## config.mk

```make
export PLATFORM = sky130hd
export DESIGN_NAME = fifo_halfwidth_read_flat
export DESIGN_NICKNAME = d
export VERILOG_FILES = /design/src/rtl/fifo_pkg.sv /design/src/rtl/fifo_connect_half_width.sv /design/src/rtl/fifo_mem_dp.sv /design/src/rtl/fifo_halfwidth_read.sv /design/src/flat_wrapper.sv
export SDC_FILE = /design/constraint.sdc
export NUM_CORES = 1
export LEC_CHECK = 0
export ABC_AREA = 1
export CAP_MARGIN = 40
export CORE_UTILIZATION = 45
export DETAILED_ROUTE_END_ITERATION = 10
export SLEW_MARGIN = 20
export SYNTH_ARGS = -nofsm -noshare
export SYNTH_HDL_FRONTEND = slang
export SYNTH_HIERARCHICAL = 1
export SYNTH_SLANG_ARGS = --single-unit
```

## constraint.sdc

```tcl
create_clock -name clk -period 3.1 [get_ports clk]
set_input_delay 0.465 -clock clk [delete_from_list [all_inputs] [get_ports clk]]
set_output_delay 0.465 -clock clk [all_outputs]
set_load 0.01 [all_outputs]
```

## src/rtl/fifo_pkg.sv

```systemverilog
// Shared FIFO flag-select constants and read-action encoding.
package fifo_pkg;

  localparam int FIFO_VALID        = 1;
  localparam int FIFO_EMPTY        = 2;
  localparam int FIFO_ALMOST_EMPTY = 4;
  localparam int FIFO_FULL         = 8;
  localparam int FIFO_ALMOST_FULL  = 16;
  localparam int FIFO_COUNT        = 32;

  typedef enum logic [1:0] {
    RD_NONE,
    RD_WORD,
    RD_LOW_HALF,
    RD_HIGH_HALF
  } rd_action_e;

  function automatic bit fifo_has(input int mask, input int flag);
    return (mask & flag) != 0;
  endfunction

endpackage

```

## src/rtl/fifo_connect_half_width.sv

```systemverilog
// Producer/consumer bundle for the half-width-read FIFO.
interface fifo_connect_half_width #(
  parameter int WIDTH = 6,
  parameter int DEPTH = 32
);

  logic [WIDTH-1:0]         datain;
  logic                     write;
  logic                     read;
  logic                     onlyReadHalf;
  logic [WIDTH-1:0]         dataout;
  logic                     valid;
  logic                     empty;
  logic                     almostempty;
  logic                     full;
  logic                     almostfull;
  logic                     halfPending;
  // Fill level, only driven when FIFO_COUNT is selected; zero otherwise.
  logic [$clog2(DEPTH):0]   fillLevel;

  modport fifo (
    input  datain, write, read, onlyReadHalf,
    output dataout, valid, empty, almostempty, full, almostfull, halfPending, fillLevel
  );

  modport user (
    output datain, write, read, onlyReadHalf,
    input  dataout, valid, empty, almostempty, full, almostfull, halfPending, fillLevel
  );

endinterface

```

## src/rtl/fifo_mem_dp.sv

```systemverilog
// Simple dual-port storage: one write port, one read port (async or registered).
module fifo_mem_dp #(
  parameter int WIDTH    = 6,
  parameter int DEPTH    = 32,
  parameter bit REG_READ = 1'b0,
  localparam int AW      = $clog2(DEPTH)
) (
  input  logic             clk,
  input  logic             wr_en_i,
  input  logic [AW-1:0]    wr_addr_i,
  input  logic [WIDTH-1:0] wr_data_i,
  input  logic [AW-1:0]    rd_addr_i,
  output logic [WIDTH-1:0] rd_data_o
);

  logic [WIDTH-1:0] mem_q [DEPTH];

  always_ff @(posedge clk) begin
    if (wr_en_i) mem_q[wr_addr_i] <= wr_data_i;
  end

  generate
    if (REG_READ) begin : g_reg_read
      logic [WIDTH-1:0] rd_data_q;
      always_ff @(posedge clk) begin
        rd_data_q <= mem_q[rd_addr_i];
      end
      assign rd_data_o = rd_data_q;
    end else begin : g_async_read
      assign rd_data_o = mem_q[rd_addr_i];
    end
  endgenerate

endmodule

```

## src/rtl/fifo_halfwidth_read.sv

```systemverilog
// Word-write FIFO with full- or half-word reads and an optional replay (circular) mode.
module fifo_halfwidth_read
  import fifo_pkg::*;
#(
  parameter int WIDTH                 = 6,
  parameter int DEPTH                 = 32,
  parameter int OUTPUTS               = FIFO_VALID | FIFO_EMPTY | FIFO_ALMOST_EMPTY |
                                        FIFO_FULL | FIFO_ALMOST_FULL,
  parameter int TRIGGERALMOSTFULL     = 1,
  parameter int TRIGGERALMOSTEMPTY    = 1,
  parameter bit FIRSTWORD_FALLTHROUGH = 1'b1,
  parameter int CIRCULAR_HALFWAY      = DEPTH / 2,
  parameter bit OUTPUTHALFWORDATEND   = 1'b0
) (
  input  logic                   clk,
  input  logic                   reset,
  input  logic                   circular,
  fifo_connect_half_width.fifo   link
);

  localparam int HALF = WIDTH / 2;
  localparam int AW   = $clog2(DEPTH);
  localparam int CW   = AW + 1;

  logic [AW-1:0]    wrptr_q, wrptr_d;
  logic [AW-1:0]    rdptr_q, rdptr_d;
  logic [CW-1:0]    count_q, count_d;
  logic             half_q, half_d;
  logic [WIDTH-1:0] head;
  logic [WIDTH-1:0] view;
  logic [HALF-1:0]  hi_half;
  logic             is_empty, is_full, wr_en, pop;
  rd_action_e       act;

  assign is_empty = (count_q == '0);
  assign is_full  = (count_q == CW'(DEPTH));
  assign wr_en    = link.write && !is_full && !circular;

  fifo_mem_dp #(
    .WIDTH    (WIDTH),
    .DEPTH    (DEPTH),
    .REG_READ (1'b0)
  ) u_mem (
    .clk       (clk),
    .wr_en_i   (wr_en),
    .wr_addr_i (wrptr_q),
    .wr_data_i (link.datain),
    .rd_addr_i (rdptr_q),
    .rd_data_o (head)
  );

  // A pending half always finishes the word, whatever onlyReadHalf says.
  always_comb begin
    act = RD_NONE;
    if (link.read && !is_empty) begin
      if (half_q)                 act = RD_HIGH_HALF;
      else if (link.onlyReadHalf) act = RD_LOW_HALF;
      else                        act = RD_WORD;
    end
  end

  assign pop = (act == RD_WORD) || (act == RD_HIGH_HALF);

  always_comb begin
    wrptr_d = wrptr_q;
    rdptr_d = rdptr_q;
    count_d = count_q;
    half_d  = half_q;
    if (wr_en) wrptr_d = wrptr_q + 1'b1;
    if (act == RD_LOW_HALF) half_d = 1'b1;
    if (pop) begin
      half_d = 1'b0;
      if (circular && (rdptr_q == AW'(CIRCULAR_HALFWAY - 1))) rdptr_d = '0;
      else                                                    rdptr_d = rdptr_q + 1'b1;
    end
    // Replay pops leave the stored words in place.
    case ({wr_en, pop && !circular})
      2'b10:   count_d = count_q + 1'b1;
      2'b01:   count_d = count_q - 1'b1;
      default: count_d = count_q;
    endcase
  end

  always_ff @(posedge clk) begin
    if (reset) begin
      wrptr_q <= '0;
      rdptr_q <= '0;
      count_q <= '0;
      half_q  <= 1'b0;
    end else begin
      wrptr_q <= wrptr_d;
      rdptr_q <= rdptr_d;
      count_q <= count_d;
      half_q  <= half_d;
    end
  end

  assign hi_half = head[WIDTH-1:HALF];

  always_comb begin
    view = head;
    if (half_q) begin
      if (OUTPUTHALFWORDATEND) view = {hi_half, {HALF{1'b0}}};
      else                     view = {{HALF{1'b0}}, hi_half};
    end
  end

  logic             valid_int;
  logic [WIDTH-1:0] dout_int;

  generate
    if (FIRSTWORD_FALLTHROUGH) begin : g_fwft
      assign valid_int = !is_empty;
      assign dout_int  = is_empty ? '0 : view;
    end else begin : g_registered
      logic             valid_q;
      logic [WIDTH-1:0] dout_q;
      always_ff @(posedge clk) begin
        if (reset) begin
          valid_q <= 1'b0;
          dout_q  <= '0;
        end else begin
          valid_q <= (act != RD_NONE);
          if (act != RD_NONE) dout_q <= view;
        end
      end
      assign valid_int = valid_q;
      assign dout_int  = dout_q;
    end
  endgenerate

  assign link.dataout     = dout_int;
  assign link.halfPending = half_q;
  assign link.valid       = fifo_has(OUTPUTS, FIFO_VALID) ? valid_int : 1'b0;
  assign link.empty       = fifo_has(OUTPUTS, FIFO_EMPTY) ? is_empty : 1'b0;
  assign link.full        = fifo_has(OUTPUTS, FIFO_FULL) ? is_full : 1'b0;
  assign link.almostempty = fifo_has(OUTPUTS, FIFO_ALMOST_EMPTY)
                            ? (count_q <= CW'(TRIGGERALMOSTEMPTY)) : 1'b0;
  assign link.almostfull  = fifo_has(OUTPUTS, FIFO_ALMOST_FULL)
                            ? ((CW'(DEPTH) - count_q) <= CW'(TRIGGERALMOSTFULL)) : 1'b0;
  assign link.fillLevel   = fifo_has(OUTPUTS, FIFO_COUNT) ? count_q : '0;

endmodule

```

## src/flat_wrapper.sv

```systemverilog
// flat-port wrapper written by rule: the top's interface ports become plain ports
module fifo_halfwidth_read_flat import fifo_pkg::*;
#(
  parameter int WIDTH                 = 6,
  parameter int DEPTH                 = 32,
  parameter int OUTPUTS               = FIFO_VALID | FIFO_EMPTY | FIFO_ALMOST_EMPTY |
                                        FIFO_FULL | FIFO_ALMOST_FULL,
  parameter int TRIGGERALMOSTFULL     = 1,
  parameter int TRIGGERALMOSTEMPTY    = 1,
  parameter bit FIRSTWORD_FALLTHROUGH = 1'b1,
  parameter int CIRCULAR_HALFWAY      = DEPTH / 2,
  parameter bit OUTPUTHALFWORDATEND   = 1'b0
)
  (clk, reset, circular, link_datain, link_write, link_read, link_onlyReadHalf, link_dataout, link_valid, link_empty, link_almostempty, link_full, link_almostfull, link_halfPending, link_fillLevel);
  fifo_connect_half_width #(.WIDTH(WIDTH), .DEPTH(DEPTH)) link_i ();
  input  logic clk;
  input  logic reset;
  input  logic circular;
  input wire logic [$bits(link_i.datain)-1:0] link_datain;
  input wire logic [$bits(link_i.write)-1:0] link_write;
  input wire logic [$bits(link_i.read)-1:0] link_read;
  input wire logic [$bits(link_i.onlyReadHalf)-1:0] link_onlyReadHalf;
  output wire logic [$bits(link_i.dataout)-1:0] link_dataout;
  output wire logic [$bits(link_i.valid)-1:0] link_valid;
  output wire logic [$bits(link_i.empty)-1:0] link_empty;
  output wire logic [$bits(link_i.almostempty)-1:0] link_almostempty;
  output wire logic [$bits(link_i.full)-1:0] link_full;
  output wire logic [$bits(link_i.almostfull)-1:0] link_almostfull;
  output wire logic [$bits(link_i.halfPending)-1:0] link_halfPending;
  output wire logic [$bits(link_i.fillLevel)-1:0] link_fillLevel;
  assign link_i.datain = link_datain;
  assign link_i.write = link_write;
  assign link_i.read = link_read;
  assign link_i.onlyReadHalf = link_onlyReadHalf;
  assign link_dataout = link_i.dataout;
  assign link_valid = link_i.valid;
  assign link_empty = link_i.empty;
  assign link_almostempty = link_i.almostempty;
  assign link_full = link_i.full;
  assign link_almostfull = link_i.almostfull;
  assign link_halfPending = link_i.halfPending;
  assign link_fillLevel = link_i.fillLevel;
  fifo_halfwidth_read #(.WIDTH(WIDTH), .DEPTH(DEPTH), .OUTPUTS(OUTPUTS), .TRIGGERALMOSTFULL(TRIGGERALMOSTFULL), .TRIGGERALMOSTEMPTY(TRIGGERALMOSTEMPTY), .FIRSTWORD_FALLTHROUGH(FIRSTWORD_FALLTHROUGH), .CIRCULAR_HALFWAY(CIRCULAR_HALFWAY), .OUTPUTHALFWORDATEND(OUTPUTHALFWORDATEND)) u_core (.clk(clk), .reset(reset), .circular(circular), .link(link_i));
endmodule
```

==> results of run 1 <==
[repair_timing]
item / in CTS / in global routing
setup endpoints to repair: 6 / 6
gates resized for setup: 4 / 4
hold buffers: 0 / 0
setup buffers: 3 / 0
gates cloned: 0 / 3
[final timing paths]
kind / end / slack, ps / cells past startpoint
worst min-delay path: u_core/wrptr_q[1] / 570 / 2
worst min register to register: u_core/wrptr_q[1] / 570 / 2
worst max-delay path: link_dataout[0] / -40 / 15
worst max register to register: u_core/u_mem/mem_q[0][2] / 560 / 8
[power by group through the flow]
stage / clock network [mW] / logic [mW] / registers [mW]
2_1_floorplan: 0 / 0.470 / 3.17
3_3_place_gp: 0 / 0.707 / 3.19
3_5_place_dp: 0 / 0.722 / 3.19
4_1_cts: 2.74 / 0.747 / 3.12
5_1_grt: 2.86 / 0.856 / 3.12
6_report: 2.69 / 0.772 / 3.12
[layout make-up]
type,count,area (um2)
inverter,38,158
tap,270,338
sequential,209,6110
fill,1816,9270
multi-input combinational,599,2710
timing repair buffer,85,840
clock inverter,10,125
clock buffer,30,612
[Yosys cell counts (3+ instances only)]
cell | instances | share of area
nand3_1 | 168 | 0.091
dfxtp_1 | 17 | 0.037
inv_4 | 3 | 0.0020
o21ai_0 | 10 | 0.0054
a21oi_2 | 6 | 0.0057
inv_1 | 33 | 0.013
nand2_1 | 317 | 0.13
clkbuf_1 | 7 | 0.0028
edfxtp_1 | 192 | 0.62
nand2_2 | 3 | 0.0020
xor2_1 | 3 | 0.0028
nor2_1 | 51 | 0.021
ha_1 | 8 | 0.011
buf_4 | 11 | 0.0089
buf_6 | 5 | 0.0061
a21oi_1 | 7 | 0.0038
buf_2 | 20 | 0.011
[worst min-delay path: stages, from the launching register on]
cell and delay, ps:
dfxtp_1 360, nor2_1 110, nor2_1 50
[state kept, by name, indices dropped and copies added (netlist names)]
register,flops
u_core/link.halfPending,1
u_core/rdptr_q,5
u_core/u_mem/mem_q,192
u_core/wrptr_q,5
u_core/count_q,6
[layer usage]
metal | up-vias | share of wire
met3 | 33 | 0.064
met1 | 3127 | 0.44
met5 | - | 0
li1 | 3149 | -
met4 | 0 | 0.020
met2 | 196 | 0.48
[cells by family after synthesis]
group | share of synthesized area
AOI/OAI and AO/OA | 0.0189
xor gates and xnor gates | 0.00474
adders and majority gates | 0.0108
buffers and inverters | 0.0486
DFF | 0.660
other | 0.000405
and+or+nand+nor | 0.256
[stage by stage]
stage	utilization	setup slack [ps]	setup TNS, ps
after global placement	0.496	213	0
after CTS	0.536	-71.0	-120
final	0.540	-43.5	-84.6
after detailed placement	0.497	228	0
after global routing	0.540	-209	-860
after floorplan	-	1050	0
==> results.sh, run 1 <==
export IMPL_clkLatencyLatePin_ps=500
export IMPL_cp_num_buf_inv=4
export IMPL_cts_buffers=23
export IMPL_worstMarginPinSlew_ps=594
export IMPL_cp_startpoint="u_core/rdptr_q[0]"
export IMPL_crit_arrival_ps=2680
export IMPL_gp_congestion=0.832
export IMPL_power_frac_comb=0.117
export IMPL_grt_pass1_wl_um=34900
export IMPL_critPathLaunchType="flop"
export IMPL_post_drt_wl_per_cell_um=18.4
export IMPL_endpoint_kind="output pin"
export IMPL_drive_above_1_share=0.123
export IMPL_async_reset_ff_frac=0
export IMPL_pin_count=30
export IMPL_required_ps=2630
export IMPL_crit_fanout=8
export IMPL_max_stage_delay_ps=520
export IMPL_drt_iter0_markers=504
export IMPL_grt_overflow_total=0
export IMPL_seq_area_frac_synth=0.660
export IMPL_syn2layout_area_growth_pct=17.8
export IMPL_start_util=0.459
export IMPL_routed_wl_um=22800
export IMPL_core_rowCount=52
export IMPL_cpMaxStageDelayCell="clkdlybuf4s50_1"
export IMPL_gr_usage_met3=0.0317
export IMPL_vias=6505
export IMPL_cts_buffer_depth=3
export IMPL_hold_violations=0
export IMPL_hold_path_startpoint="u_core/wrptr_q[1]"
export IMPL_outcome="finished with violations"
export IMPL_ys_types=36
export IMPL_crit_type="reg2out"
export IMPL_clock_sinks=209
export IMPL_grtUsageMet1=0.298
export IMPL_firstDrtPassIters=5
export IMPL_synth_cell_area_mm2=0.00925
export IMPL_clkPwrFrac=0.409
export IMPL_layout_commonest_cell="nand2_1"
export IMPL_die_area_mm2=0.0211
export IMPL_power_frac_seq=0.474
export IMPL_antenna_found_initial=0
export IMPL_critPathMostFrequentCell="nand2_1"
export IMPL_die_y_um=145
export IMPL_track_usage=0.214
export IMPL_fin_cells=1241
export IMPL_coreArea_mm2=0.0202
export IMPL_min_path_type="reg2reg"
export IMPL_placed_area_mm2=0.0100
export IMPL_place_inst=1195
export IMPL_root_buffer="clkbuf_16"
export IMPL_power_switching_mw=1.58
export IMPL_fin_area_mm2=0.0109
export IMPL_nets=976
export IMPL_synthCells=887
export IMPL_die_w_um=145
export IMPL_met2_usage=0.351
export IMPL_power_density_mw_per_mm2=604
export IMPL_drtAntennaViolNets=0
export IMPL_cp_cell_sequence="buf_4 -> buf_4 -> nand2_1 -> nand3_1 -> nand3_1 -> nand2_1 -> nand2_1 -> nand2_1 -> nand2_1 -> nand2_1 -> nand2_1 -> nand2_1 -> nand2_1 -> inv_1 -> clkdlybuf4s50_1"
export IMPL_n_antenna_cell=0
export IMPL_syn_area_per_cell_um2=10.4
export IMPL_ys_warn_count=6
export IMPL_p_total_mw=6.58
export IMPL_timing_fmax_mhz=318
export IMPL_violations="negative setup slack"
export IMPL_p_leak_nw=4.19
export IMPL_cp_top_family="buffers and inverters"
export IMPL_htreeDepth=1
export IMPL_fin_skew_ps=7.66
export IMPL_layout_setup_ws_ps=-43.5
export IMPL_busiest_layer="met2"
export IMPL_via_per_inst=5.24
export IMPL_hold_ws_ps=565
export IMPL_vdd_drop_max_mv=0.315
export IMPL_synthFlopType="edfxtp_1"
export IMPL_port_buffers=23
export IMPL_p_int_mw=5.01
export IMPL_final_cell_mix="317 x nand2_1, 192 x edfxtp_1, 168 x nand3_1"
export IMPL_grt_max_degree=53
export IMPL_path_clk_slew_ps=60
export IMPL_post_dp_hpwl_um=13400
export IMPL_maxSlewHeadroom=0.603
export IMPL_tritoncts="done"
export IMPL_min_period_over_period=1.01
export IMPL_rsz0062_at_grt="yes"
export IMPL_synth_edf_count=192
export IMPL_grt_pass1_vias=6282
export IMPL_drc=0
export IMPL_synth_seq_cells=209
export IMPL_reg2reg_from="u_core/count_q[1]"
export IMPL_maxCapViolations=0
export IMPL_setup_violations=2
export IMPL_p_sw_frac=0.239
export IMPL_maxSlewViolCount=0
export IMPL_min_period_ps=3140
Note: power is estimated with default switching activity, not from simulation.
==> inputs of run 2 (changes only) <==
--- a/config.mk
+++ b/config.mk
@@ -8,6 +8,7 @@
 export ABC_AREA = 1
 export CAP_MARGIN = 40
 export CORE_UTILIZATION = 45
+export CTS_BUF_LIST = sky130_fd_sc_hd__clkbuf_2
 export DETAILED_ROUTE_END_ITERATION = 10
 export SLEW_MARGIN = 20
 export SYNTH_ARGS = -nofsm -noshare
==> run 2 against run 1 <==
  * The flow still finishes with violations (negative setup slack)
  * Critical path type unchanged
  * Register-to-register slack improved by 90 ps
  * Wire length rose by 6.7%
  * Cell area rose by 3.3%
  * Clock skew rose by 31 ps
==> results.sh, run 2 (synthesis gave the netlist of run 1 again) <==
export IMPL_outcome="finished with violations"
export IMPL_violations="negative setup slack"
export IMPL_setup_violations=3
export IMPL_endpoint_kind="output pin"
export IMPL_die_y_um=145
export IMPL_maxSlewHeadroom=0.592
export IMPL_antenna_found_initial=1
export IMPL_largestRegisters="u_core/u_mem/mem_q (192), u_core/count_q (6)"
export IMPL_placed_area_mm2=0.0100
export IMPL_drive_above_1_share=0.233
export IMPL_track_usage=0.234
export IMPL_core_rowCount=52
export IMPL_min_path_type="in2reg"
export IMPL_maxCapViolations=0
export IMPL_drtAntennaViolNets=0
export IMPL_final_cell_mix="299 x nand2_1, 192 x edfxtp_1, 143 x nand3_1"
export IMPL_grt_overflow_total=0
export IMPL_routed_wl_um=24400
export IMPL_layout_setup_ws_ps=-28.9
export IMPL_fin_skew_ps=38.4
export IMPL_vias=6876
export IMPL_fillers=1808
export IMPL_cts_buffer_depth=3
export IMPL_nets=1031
export IMPL_place_ws_ps=228
export IMPL_cts_hold_buffers=0
export IMPL_layout_commonest_cell="nand2_1"
export IMPL_p_leak_nw=4.44
export IMPL_die_w_um=145
export IMPL_power_density_mw_per_mm2=522
export IMPL_crit_fanout=8
export IMPL_power_switching_mw=1.65
export IMPL_cp_cell_sequence="buf_12 -> inv_16 -> buf_12 -> buf_12 -> nand2_1 -> nand3_1 -> nand3_1 -> nand2_1 -> nand2_1 -> nand2_1 -> nand2_1 -> nand2_1 -> nand2_1 -> nand2_1 -> nand2_1 -> inv_1 -> buf_2"
export IMPL_cts_buffers=53
export IMPL_power_frac_comb=0.167
export IMPL_coreArea_mm2=0.0202
export IMPL_worstMarginPinSlew_ps=610
export IMPL_drt_iter0_markers=511
export IMPL_power_frac_seq=0.529
export IMPL_p_sw_frac=0.280
export IMPL_start_util=0.459
export IMPL_max_stage_delay_ps=390
export IMPL_largest_reg_flops=192
export IMPL_timing_fmax_mhz=320
export IMPL_critPathMostFrequentCell="nand2_1"
export IMPL_clkPwrFrac=0.304
export IMPL_crit_arrival_ps=2660
export IMPL_via_per_inst=5.23
export IMPL_post_dp_hpwl_um=13400
export IMPL_port_buffers=23
export IMPL_grt_pass1_wl_um=37300
export IMPL_gp_congestion=0.832
export IMPL_post_drt_wl_per_cell_um=18.5
export IMPL_htreeDepth=2
export IMPL_root_buffer="clkbuf_2"
export IMPL_grt_pass1_vias=6781
export IMPL_rsz0062_at_grt="yes"
export IMPL_tritoncts="done"
export IMPL_clkLatencyLatePin_ps=810
export IMPL_largest_register="u_core/u_mem/mem_q"
export IMPL_cpMaxStageDelayCell="dfxtp_4"
export IMPL_syn2layout_area_growth_pct=21.7
export IMPL_cp_num_buf_inv=6
export IMPL_vdd_drop_max_mv=0.238
export IMPL_cp_top_family="simple AND/OR/NAND/NOR gates"
export IMPL_clock_sinks=209
export IMPL_pin_count=30
export IMPL_die_area_mm2=0.0211
export IMPL_p_int_mw=4.23
export IMPL_crit_type="reg2out"
export IMPL_min_period_over_period=1.01
export IMPL_critPathLaunchType="flop"
export IMPL_hold_violations=0
export IMPL_min_period_ps=3130
export IMPL_grt_max_degree=53
export IMPL_path_clk_slew_ps=110
export IMPL_fin_area_mm2=0.0113
export IMPL_firstDrtPassIters=5
export IMPL_maxSlewViolCount=0
export IMPL_drc=0
export IMPL_required_ps=2630
-- run 2: cell types whose count changed in the layout (fill, tap and decap cells not counted), sizes merged --
cell | before | now
clkbuf | 33 | 78
buf | 59 | 91
clkdlybuf4s50 | 22 | 17
clkinv | 6 | 9
bufinv | 3 | 1
clkdlybuf4s15 | 0 | 1
diode | 0 | 1
dlygate4sd2 | 1 | 0
inv | 39 | 38
-- run 2: stage by stage --
stage	instances	setup TNS, ps	utilization	power, mW	hold WS [ps]
finish	1314	-53.4	0.558	5.87	451
global route	1314	-897	0.558	6.15	471
CTS	1311	-373	0.550	5.89	378
detailed placement	1195	0	0.497	3.91	561
global placement	1194	0	0.496	3.89	547
floorplan	892	0	-	3.64	500
-- run 2: path summary, 6_finish.rpt --
path	startpoint	endpoint	slack [ps]	cells past startpoint
setup reg to reg	u_core/count_q[1]	u_core/u_mem/mem_q[0][1]	650	8
hold / removal	link_read	u_core/link.halfPending	450	3
hold reg to reg	u_core/wrptr_q[0]	u_core/wrptr_q[0]	570	2
setup / recovery	u_core/rdptr_q[0]	link_dataout[0]	-30	17
-- run 2: metal layers --
metal	up-vias	track usage	share of wire
met1	3302	0.304	0.43
li1	3309	-	-
met2	208	0.389	0.48
met4	0	0.0895	0.030
met3	57	0.0455	0.060
met5	-	0	0
-- run 2: timing repair --
item | CTS | global route
pin swaps | 23 | 14
setup buffers | 20 | 1
cloned | 9 | 1
setup endpoints to repair | 7 | 7
resized for setup | 75 | 32
-- run 2: final cells by class --
| type | instances | area, um2 | share of cell area |
|---|---|---|---|
| multi-input combinational | 599 | 2900 | 0.257 |
| timing repair buffer | 110 | 1290 | 0.115 |
| clock inverter | 10 | 63.8 | 0.00567 |
| tap | 270 | 338 | 0.0300 |
| sequential | 209 | 6110 | 0.543 |
| clock buffer | 77 | 385 | 0.0342 |
| inverter | 38 | 166 | 0.0148 |
| antenna | 1 | 2.50 | 0.000222 |
-- run 2: worst reg2reg max path: stages (launching register included) --
cell and delay (ps):
dfxtp_1 450, inv_2 100, ha_4 200, nand4_2 130
nand2_4 90, inv_4 120, nand3_1 460, nor2_1 420
buf_4 200
-- run 2: power by group through the flow --
stage	Combinational (mW)	Clock, mW	Sequential [mW]
floorplan	0.470	0	3.17
global placement	0.707	0	3.19
detailed placement	0.722	0	3.19
CTS	0.937	1.85	3.11
global route	1.06	1.98	3.11
finish	0.978	1.79	3.11
==> inputs of run 3 (changes only) <==
--- a/config.mk
+++ b/config.mk
@@ -6,7 +6,7 @@
 export NUM_CORES = 1
 export LEC_CHECK = 0
 export ABC_AREA = 1
-export CAP_MARGIN = 40
+export CAP_MARGIN = 20
 export CORE_UTILIZATION = 45
 export CTS_BUF_LIST = sky130_fd_sc_hd__clkbuf_2
 export DETAILED_ROUTE_END_ITERATION = 10
==> run 3 against run 2 <==
  * Largest cell class unchanged
  * Cell area down 2.2%
  * Critical path depth up 1
  * Clock power down 6%
  * Combinational power down 8.0%
  * Critical endpoint is now link_dataout[1]
  * Worst setup slack better by 9.7 ps
  * Power down 3.0%
  * The run still ends with negative setup slack left
  * Fmax up 0.31%
  * Wire length down 2.3%
  * Sequential share of layout area up 1.2 points
  * First-iteration DRC count up 12%
  * Largest power group unchanged
==> results.sh, run 3 (synthesis gave the netlist of run 1 again) <==
export IMPL_final_cell_mix="295 x nand2_1, 192 x edfxtp_1, 144 x nand3_1"
export IMPL_root_buffer="clkbuf_2"
export IMPL_drt_iter0_markers=571
export IMPL_grt_overflow_total=0
export IMPL_drive_above_1_share=0.229
export IMPL_hold_ws_ps=475
export IMPL_tritoncts="done"
export IMPL_endpoint_kind="output pin"
export IMPL_largest_reg_flops=192
export IMPL_fin_area_mm2=0.0110
export IMPL_maxSlewViolCount=0
export IMPL_fillers=1818
export IMPL_ff2ff_setup_slack_ps=680
export IMPL_grt_pass1_wl_um=36700
export IMPL_required_ps=2630
export IMPL_die_w_um=145
export IMPL_via_per_inst=5.23
export IMPL_drc=0
export IMPL_grt_max_degree=53
export IMPL_critPathLaunchType="flop"
export IMPL_min_period_over_period=1.01
export IMPL_rsz0062_at_grt="yes"
export IMPL_coreArea_mm2=0.0202
export IMPL_hold_violations=0
export IMPL_largestRegisters="u_core/u_mem/mem_q (192), u_core/count_q (6)"
export IMPL_layout_commonest_cell="nand2_1"
export IMPL_placed_area_mm2=0.0100
export IMPL_firstDrtPassIters=5
export IMPL_core_rowCount=52
export IMPL_path_clk_slew_ps=90
export IMPL_pin_count=30
export IMPL_p_leak_nw=4.33
export IMPL_track_usage=0.227
export IMPL_crit_fanout=7
export IMPL_gp_congestion=0.832
export IMPL_htreeDepth=2
export IMPL_fin_skew_ps=32.4
export IMPL_vdd_drop_max_mv=0.208
export IMPL_clkLatencyLatePin_ps=780
export IMPL_post_drt_wl_per_cell_um=18.3
export IMPL_violations="negative setup slack"
export IMPL_cts_buffers=53
export IMPL_die_y_um=145
export IMPL_setup_violations=1
export IMPL_min_period_ps=3120
export IMPL_start_util=0.459
export IMPL_cts_buffer_depth=3
export IMPL_min_path_type="in2reg"
export IMPL_die_area_mm2=0.0211
export IMPL_grt_pass1_vias=6599
export IMPL_timing_fmax_mhz=321
export IMPL_largest_register="u_core/u_mem/mem_q"
export IMPL_post_dp_hpwl_um=13300
export IMPL_drtAntennaViolNets=0
export IMPL_clock_sinks=209
export IMPL_power_density_mw_per_mm2=517
export IMPL_port_buffers=23
export IMPL_vias=6793
export IMPL_worstMarginPinSlew_ps=605
export IMPL_maxCapViolations=0
export IMPL_tns_ps=-19.2
export IMPL_nets=1020
export IMPL_routed_wl_um=23800
export IMPL_outcome="finished with violations"
export IMPL_layout_setup_ws_ps=-19.2
export IMPL_crit_type="reg2out"
export IMPL_maxSlewHeadroom=0.595
export IMPL_syn2layout_area_growth_pct=19.0
export IMPL_antenna_found_initial=1
export IMPL_crit_arrival_ps=2650
run 3: cell types whose count changed in the layout (fill, tap and decap cells not counted), sizes merged:
cell / before / now
buf: 91 / 77
clkbuf: 78 / 80
clkinv: 9 / 7
bufbuf: 0 / 1
bufinv: 1 / 0
run 3: layer usage:
layer | vias to the layer above | global-route usage | share of wire
met3 | 27 | 0.0417 | 0.063
met1 | 3288 | 0.313 | 0.44
met4 | 0 | 0.0726 | 0.014
met5 | - | 0 | 0
met2 | 217 | 0.368 | 0.48
li1 | 3261 | - | -
run 3: per-stage QoR:
step           worst slack, ps   util  cells  power (mW)
3_3_place_gp               213  0.496   1194        3.89
5_1_grt                   -208  0.546   1300        5.99
3_5_place_dp               232  0.496   1194        3.90
2_1_floorplan             1050      -    892        3.64
6_report                 -19.2  0.546   1300        5.70
4_1_cts                  -61.5  0.533   1294        5.69
run 3: timing repair:
action | in CTS | in global routing
hold buffers | 0 | 0
endpoints found under the setup margin | 7 | 7
setup buffers | 11 | 4
hold endpoints to repair | 0 | 0
gates cloned | 5 | 3
pin swaps | 9 | 29
resized for setup | 41 | 58
run 3: layout make-up:
| class | count | area (um2) | area share |
|---|---|---|---|
| Tap cell | 270 | 338 | 0.0307 |
| Inverter | 38 | 179 | 0.0162 |
| Timing Repair Buffer | 99 | 1070 | 0.0968 |
| Clock buffer | 77 | 385 | 0.0350 |
| Multi-Input combinational cell | 599 | 2900 | 0.264 |
| Clock inverter | 7 | 26.3 | 0.00239 |
| Antenna cell | 1 | 2.50 | 0.000227 |
| Sequential cell | 209 | 6110 | 0.555 |
run 3: final timing paths:
check,endpoint,startpoint,cells past startpoint
worst max-delay path,link_dataout[1],u_core/rdptr_q[0],18
worst min-delay path,u_core/link.halfPending,link_read,3
worst max register to register,u_core/u_mem/mem_q[0][1],u_core/count_q[1],8
worst min register to register,u_core/wrptr_q[0],u_core/wrptr_q[0],2
run 3: report_power, final:
part           total (mW)  leakage (nW)  internal [mW]  switching [mW]
logic               0.900          2.13          0.352           0.548
registers            3.11          1.87           3.09          0.0209
clock network        1.69         0.333          0.645            1.04
total                5.70          4.33           4.09            1.61
run 3: critical path, stage by stage (launching register included):
cell and delay [ps]:
dfxtp_4 390, buf_12 150, clkinv_16 80, buf_12 140, buf_16 140, buf_6 110, nand2_2 50, nand3_2 70
nand3_2 90, nand2_2 70, nand2_1 70, nand2_1 50, nand2_1 50, nand2_1 50, nand2_1 60, nand2_1 50
nand2_1 60, inv_1 60, buf_2 140
